<file path="src/rtl/cordic_pkg.sv">
// cordic_pkg: constants, state encoding and operand checks
// shared by the hyperbolic CORDIC request scheduler.
package cordic_pkg;

  localparam int Q_W    = 16;
  localparam int Q_FRAC = 13;
  localparam int FN_W   = 4;
  localparam int RES_W  = 32;

  localparam logic [FN_W-1:0] FN_SINH = 4'd4;
  localparam logic [FN_W-1:0] FN_COSH = 4'd5;
  localparam logic [FN_W-1:0] FN_EXP  = 4'd6;

  // 1.1182 in Q2.13: hyperbolic CORDIC convergence limit
  localparam logic signed [Q_W-1:0] HYP_X_MAX = 16'sh23C8;

  typedef enum logic [1:0] {
    ST_IDLE,
    ST_ISSUE,
    ST_WAIT,
    ST_RESP
  } sched_st_e;

  function automatic logic fn_legal(input logic [FN_W-1:0] f);
    return (f == FN_SINH) || (f == FN_COSH) || (f == FN_EXP);
  endfunction

  function automatic logic x_in_range(
    input logic signed [Q_W-1:0] x
  );
    return (x <= HYP_X_MAX) && (x >= -HYP_X_MAX);
  endfunction

endpackage

</file>
<file path="src/rtl/cordic_rr_arb.sv">
// cordic_rr_arb: round-robin pick of the first request at or
// after the rotating pointer; pointer advances past each grant.
module cordic_rr_arb #(
  parameter int NREQ = 4
) (
  input  logic                    clk,
  input  logic                    rst,
  input  logic [NREQ-1:0]         req_i,
  input  logic                    adv_i,
  output logic                    any_o,
  output logic [$clog2(NREQ)-1:0] idx_o
);

  localparam int IDW = $clog2(NREQ);
  localparam int SW  = IDW + 1;

  logic [IDW-1:0]  ptr_q;
  logic [IDW-1:0]  ptr_d;
  logic [NREQ-1:0] rot;
  logic [IDW-1:0]  off;
  logic [SW-1:0]   sum;

  // rot[k] is the request k places after the pointer
  always_comb begin
    rot = NREQ'({req_i, req_i} >> ptr_q);
    any_o = |rot;
    off = '0;
    for (int k = NREQ - 1; k >= 0; k--) begin
      if (rot[k]) off = IDW'(k);
    end
    sum = {1'b0, ptr_q} + {1'b0, off};
    if (sum >= SW'(NREQ)) sum = sum - SW'(NREQ);
    idx_o = sum[IDW-1:0];
  end

  always_comb begin
    if (idx_o == IDW'(NREQ - 1)) ptr_d = '0;
    else ptr_d = idx_o + 1'b1;
  end

  always_ff @(posedge clk) begin
    if (rst) ptr_q <= '0;
    else if (adv_i) ptr_q <= ptr_d;
  end

endmodule

</file>
<file path="src/rtl/cordic_hyp_sched.sv">
// cordic_hyp_sched: shares one hyperbolic CORDIC core among NREQ
// requesters. Define CORDIC_SCHED_RANGE_CHK_EN to reject |x| > 1.1182.
module cordic_hyp_sched
  import cordic_pkg::*;
#(
  parameter int NREQ        = 4,
  parameter int TIMEOUT_CYC = 64
) (
  input  logic                    clk,
  input  logic                    rst,
  input  logic [NREQ-1:0]         req,
  input  logic [NREQ*16-1:0]      req_x,
  input  logic [NREQ*4-1:0]       req_func,
  output logic [NREQ-1:0]         req_gnt,
  output logic                    core_st,
  output logic [15:0]             core_x,
  output logic [3:0]              core_func,
  input  logic                    core_done,
  input  logic [31:0]             core_result,
  output logic                    rsp_valid,
  input  logic                    rsp_ready,
  output logic [$clog2(NREQ)-1:0] rsp_id,
  output logic [31:0]             rsp_result,
  output logic                    rsp_err
);

  localparam int IDW = $clog2(NREQ);
  localparam int CW  = $clog2(TIMEOUT_CYC) + 1;

  sched_st_e       state_q;
  logic [NREQ-1:0] gnt_q;
  logic            st_q;
  logic [Q_W-1:0]  x_q;
  logic [FN_W-1:0] fn_q;
  logic [IDW-1:0]  id_q;
  logic            vld_q;
  logic            err_q;
  logic [RES_W-1:0] res_q;
  logic [CW-1:0]   cnt_q;

  logic            any_req;
  logic [IDW-1:0]  pick;
  logic            grant;
  logic [Q_W-1:0]  x_sel;
  logic [FN_W-1:0] fn_sel;
  logic            issue_ok;

  assign grant = (state_q == ST_IDLE) && any_req;

  cordic_rr_arb #(
    .NREQ(NREQ)
  ) u_arb (
    .clk   (clk),
    .rst   (rst),
    .req_i (req),
    .adv_i (grant),
    .any_o (any_req),
    .idx_o (pick)
  );

  always_comb begin
    x_sel  = '0;
    fn_sel = '0;
    for (int i = 0; i < NREQ; i++) begin
      if (pick == IDW'(i)) begin
        x_sel  = req_x[16*i +: 16];
        fn_sel = req_func[4*i +: 4];
      end
    end
  end

`ifdef CORDIC_SCHED_RANGE_CHK_EN
  assign issue_ok = fn_legal(fn_q) && x_in_range(x_q);
`else
  assign issue_ok = fn_legal(fn_q);
`endif

  always_ff @(posedge clk) begin
    if (rst) begin
      state_q <= ST_IDLE;
      gnt_q   <= '0;
      st_q    <= 1'b0;
      x_q     <= '0;
      fn_q    <= '0;
      id_q    <= '0;
      vld_q   <= 1'b0;
      err_q   <= 1'b0;
      res_q   <= '0;
      cnt_q   <= '0;
    end else begin
      gnt_q <= '0;
      st_q  <= 1'b0;
      unique case (state_q)
        ST_IDLE: begin
          if (any_req) begin
            gnt_q   <= {{(NREQ-1){1'b0}}, 1'b1} << pick;
            x_q     <= x_sel;
            fn_q    <= fn_sel;
            id_q    <= pick;
            state_q <= ST_ISSUE;
          end
        end
        ST_ISSUE: begin
          if (issue_ok) begin
            st_q    <= 1'b1;
            cnt_q   <= '0;
            state_q <= ST_WAIT;
          end else begin
            err_q   <= 1'b1;
            res_q   <= '0;
            vld_q   <= 1'b1;
            state_q <= ST_RESP;
          end
        end
        ST_WAIT: begin
          if (core_done) begin
            res_q   <= core_result;
            err_q   <= 1'b0;
            vld_q   <= 1'b1;
            state_q <= ST_RESP;
          end else if (cnt_q == CW'(TIMEOUT_CYC - 1)) begin
            res_q   <= '0;
            err_q   <= 1'b1;
            vld_q   <= 1'b1;
            state_q <= ST_RESP;
          end else begin
            cnt_q <= cnt_q + 1'b1;
          end
        end
        ST_RESP: begin
          if (rsp_ready) begin
            vld_q   <= 1'b0;
            state_q <= ST_IDLE;
          end
        end
        default: state_q <= ST_IDLE;
      endcase
    end
  end

  assign req_gnt    = gnt_q;
  assign core_st    = st_q;
  assign core_x     = x_q;
  assign core_func  = fn_q;
  assign rsp_valid  = vld_q;
  assign rsp_id     = id_q;
  assign rsp_result = res_q;
  assign rsp_err    = err_q;

endmodule

</file>
<file path="config.mk">
export PLATFORM = sky130hd
export DESIGN_NAME = cordic_hyp_sched
export DESIGN_NICKNAME = d
export VERILOG_FILES = /design/src/rtl/cordic_pkg.sv /design/src/rtl/cordic_rr_arb.sv /design/src/rtl/cordic_hyp_sched.sv
export SDC_FILE = /design/constraint.sdc
export NUM_CORES = 1
export LEC_CHECK = 0
export CAP_MARGIN = 10
export CORE_MARGIN = 1
export CORE_UTILIZATION = 41
export CTS_CLUSTER_DIAMETER = 30
export DETAILED_ROUTE_END_ITERATION = 16
export PLACE_DENSITY = 0.91
export SLEW_MARGIN = 15
export SYNTH_ARGS = -nofsm -noshare
export SYNTH_HDL_FRONTEND = slang
export SYNTH_SLANG_ARGS = --single-unit
</file>
<file path="constraint.sdc">
create_clock -name clk -period 4.45 [get_ports clk]
set_input_delay 0.89 -clock clk [delete_from_list [all_inputs] [get_ports clk]]
set_output_delay 0.89 -clock clk [all_outputs]
set_load 0.1 [all_outputs]
</file>
==> results <==
==> worst paths after layout <==
check	from	end	slack [ns]
max	req[3]	core_func[2]	0.48
min	rsp_valid	rsp_valid	0.46
max reg2reg	u_arb.ptr_q[0]	core_func[2]	1.21
min reg2reg	rsp_valid	rsp_valid	0.46
==> state kept, by name, summed over array words and instances (netlist names) <==
name	count
core_func	4
state_q	2
rsp_id	2
core_x	16
core_st	1
cnt_q	7
rsp_err	1
rsp_valid	1
u_arb.ptr_q	2
rsp_result	32
req_gnt	4
==> layout make-up <==
cell class,count,area (sq um),area share
Timing Repair Buffer,187,1849,0.3258
Clock buffer,10,127.6,0.02248
Multi-Input combinational cell,290,2001,0.3524
Tap cell,108,135.1,0.02380
Clock inverter,6,92.59,0.01631
Inverter,8,30.03,0.005290
Sequential cell,72,1441,0.2539
==> power by group through the flow <==
stage               combinational (mW)  sequential, mW  clock (mW)
finish                            2.75           0.874       0.576
global placement                  2.68           0.880           0
floorplan                         1.39            1.69           0
global route                      2.96           0.890       0.622
CTS                               2.76           0.873       0.592
detailed placement                2.75           0.885           0
==> cells by family (layout without fill, tap and decap cells) <==
logic type               after synthesis  after routing  share of synthesized area
adder cells (fa/ha/maj)               11             11                    0.03749
multiplexers                           2              2                   0.005454
AND/OR/NAND/NOR                      136            136                     0.2154
buffers and inverters                 40            211                    0.06442
AO/OA/AOI/OAI                        135            135                     0.2682
flip-flops                            72             72                     0.3926
XOR/XNOR                               6              6                    0.01636
==> metal layers <==
metal,GRT usage,wire (microns)
met1,0.2657,4354
met2,0.3884,4997
met3,0.06792,890
met4,0.06659,170
met5,0,0
==> through the flow <==
step / hold WS (ns) / utilization / cell area (sq um)
2_1_floorplan: 0.4754 / - / 3671
5_1_grt: 0.4889 / 0.6541 / 5677
6_report: 0.4640 / 0.6541 / 5677
3_5_place_dp: 0.4532 / 0.6287 / 5456
4_1_cts: 0.4682 / 0.6541 / 5677
3_3_place_gp: 0.4554 / 0.6287 / 5456
==> synth_stat cells (all sizes together), types with 3 or more instances <==
master	instances
dfxtp	72
a21oi	60
nor2	41
a22o	32
nor3	26
nand2	24
buf	18
nand3b	18
o21a	17
clkbuf	14
ha	11
inv	8
and3	5
nor2b	5
a211oi	4
a221oi	4
o211ai	4
xor2	4
and2	3
nor4	3
o21ai	3
==> worst max-delay path, delay by kind of cell <==
kind	cells	cell delay, ns
buf+inv	3	0.92
compound gates	5	0.77
simple gates	3	0.58
xor+xnor	2	0.55
fa+ha+maj	2	0.52
==> results_dict.tcl <==
set metrics [dict create \
    status "completed" \
    finalHoldViolCount 0 \
    slew-limit-headroom 0.2856 \
    grt_pass1_wl_microns 17280 \
    tightest_slew_ns 1.068 \
    cts.sinks 72 \
    pwr-share-seq 0.208 \
    synthArstFlopShare 0 \
    syn-num-nets 533 \
    synth_edf_count 0 \
    nFillCells 693 \
    crit_required_ns 4.70 \
    start_util 0.4230 \
    synth-main-ff-cell "dfxtp_1" \
    gr-total-overflow 0 \
    hpwl_microns 7739 \
    io_buffer_count 180 \
    grt_pass1_vias 3654 \
    ys_seq_elements 72 \
    path_clk_slew_ns 0.09 \
    drive_gt1_frac 0.09599 \
    skew_ns 0.01701 \
    netlist_instances 402 \
    post-route-period-util 0.8913 \
    design.portCount 181 \
    drc 0 \
    setup_ws_ns 0.4839 \
    yosysSeqAreaShare 0.3926 \
    core-area_sq_mm 0.008678 \
    p_total_mw 4.204 \
    p_clk_frac 0.137 \
    maxSlewViolCount 0 \
    p_per_area_mw_per_mm2 740.6 \
    wl_microns 10410 \
    path_class "in -> reg" \
    critPathLaunchType "primary input" \
    ant_nets 0 \
    setup_tns_ns 0 \
    cap_violations 0 \
    stdcell_count 681 \
    syn_to_final_growth_pct 54.64 \
    cts_resized 0 \
    rr_worst_depth 13 \
    row_count 34 \
    layout_commonest_cell "clkdlybuf4s50_1" \
    layout_common_cells "clkdlybuf4s50_1 (179), dfxtp_1 (72), a21oi_1 (50), nor2_1 (40), a22o_1 (32)" \
    insertion_delay_ns 0.34 \
    min_path_type "reg -> reg" \
    ir_drop_v 0.0004976 \
    antenna_found_initial 0 \
    post_cts_buffers 0 \
    dp.cells 665 \
    drtIter0Drc 107 \
    vias_per_cell 5.402 \
    cts-root-buf "clkbuf_8" \
    nets 699 \
    critPathMaxStageDelay_ns 0.58 \
    ctsHoldBuffers 0 \
    min_period_ns 3.966 \
    post-place-ws_ns 0.1646 \
    cp-end-kind "flop" \
    die-area_sq_mm 0.009336 \
    wl_per_cell_microns 15.29 \
    antenna_cells 0 \
    path_cells "clkdlybuf4s50_1, inv_1, and3_1, o21ai_0, o2111ai_1, ha_1, xnor2_1, xnor2_2, ha_1, buf_4, nand3b_1, a21oi_1, a21oi_1, or2_2, a221oi_2" \
    num_vias 3679 \
    p_comb_frac 0.655 \
    cts_tree "done" \
    synth_cell_types 52 \
    drtPass1Iterations 4 \
    synth.top_cells.by_area "dfxtp_1 (39%), a22o_1 (7.6%), a21oi_1 (6.8%), nor2_1 (4.1%), ha_1 (3.7%)" \
    cts-buffers-inserted 9 \
    grt_max_degree 39 \
    p_int_mw 2.021 \
    synth_top_cell_by_area "dfxtp_1" \
    ys_warn_count 0 \
    htreeDepth 3 \
    crit_arrival_ns 4.22 \
    whs_path_depth 2 \
    track_usage 0.2243 \
    rsz0062_at_grt "no" \
    dieWidth_microns 96.63 \
    cp_max_fo 16 \
    fmax_ghz 0.2521 \
    synth_top_area_share 0.3926 \
    crit_slowest_cell "clkdlybuf4s50_1" \
    clockBufferDepth 2 \
    switching_share 0.5192 \
    power_leakage_nw 2.099 \
    syn_area_per_cell_sq_um 9.132 \
    p_sw_mw 2.183 \
    setup_violations 0 \
    die-height_microns 96.63 \
    gp_routability_congestion 0.8455 \
    syn_area_sq_mm 0.003671 \
]
Power figures use the tool's default switching activity.
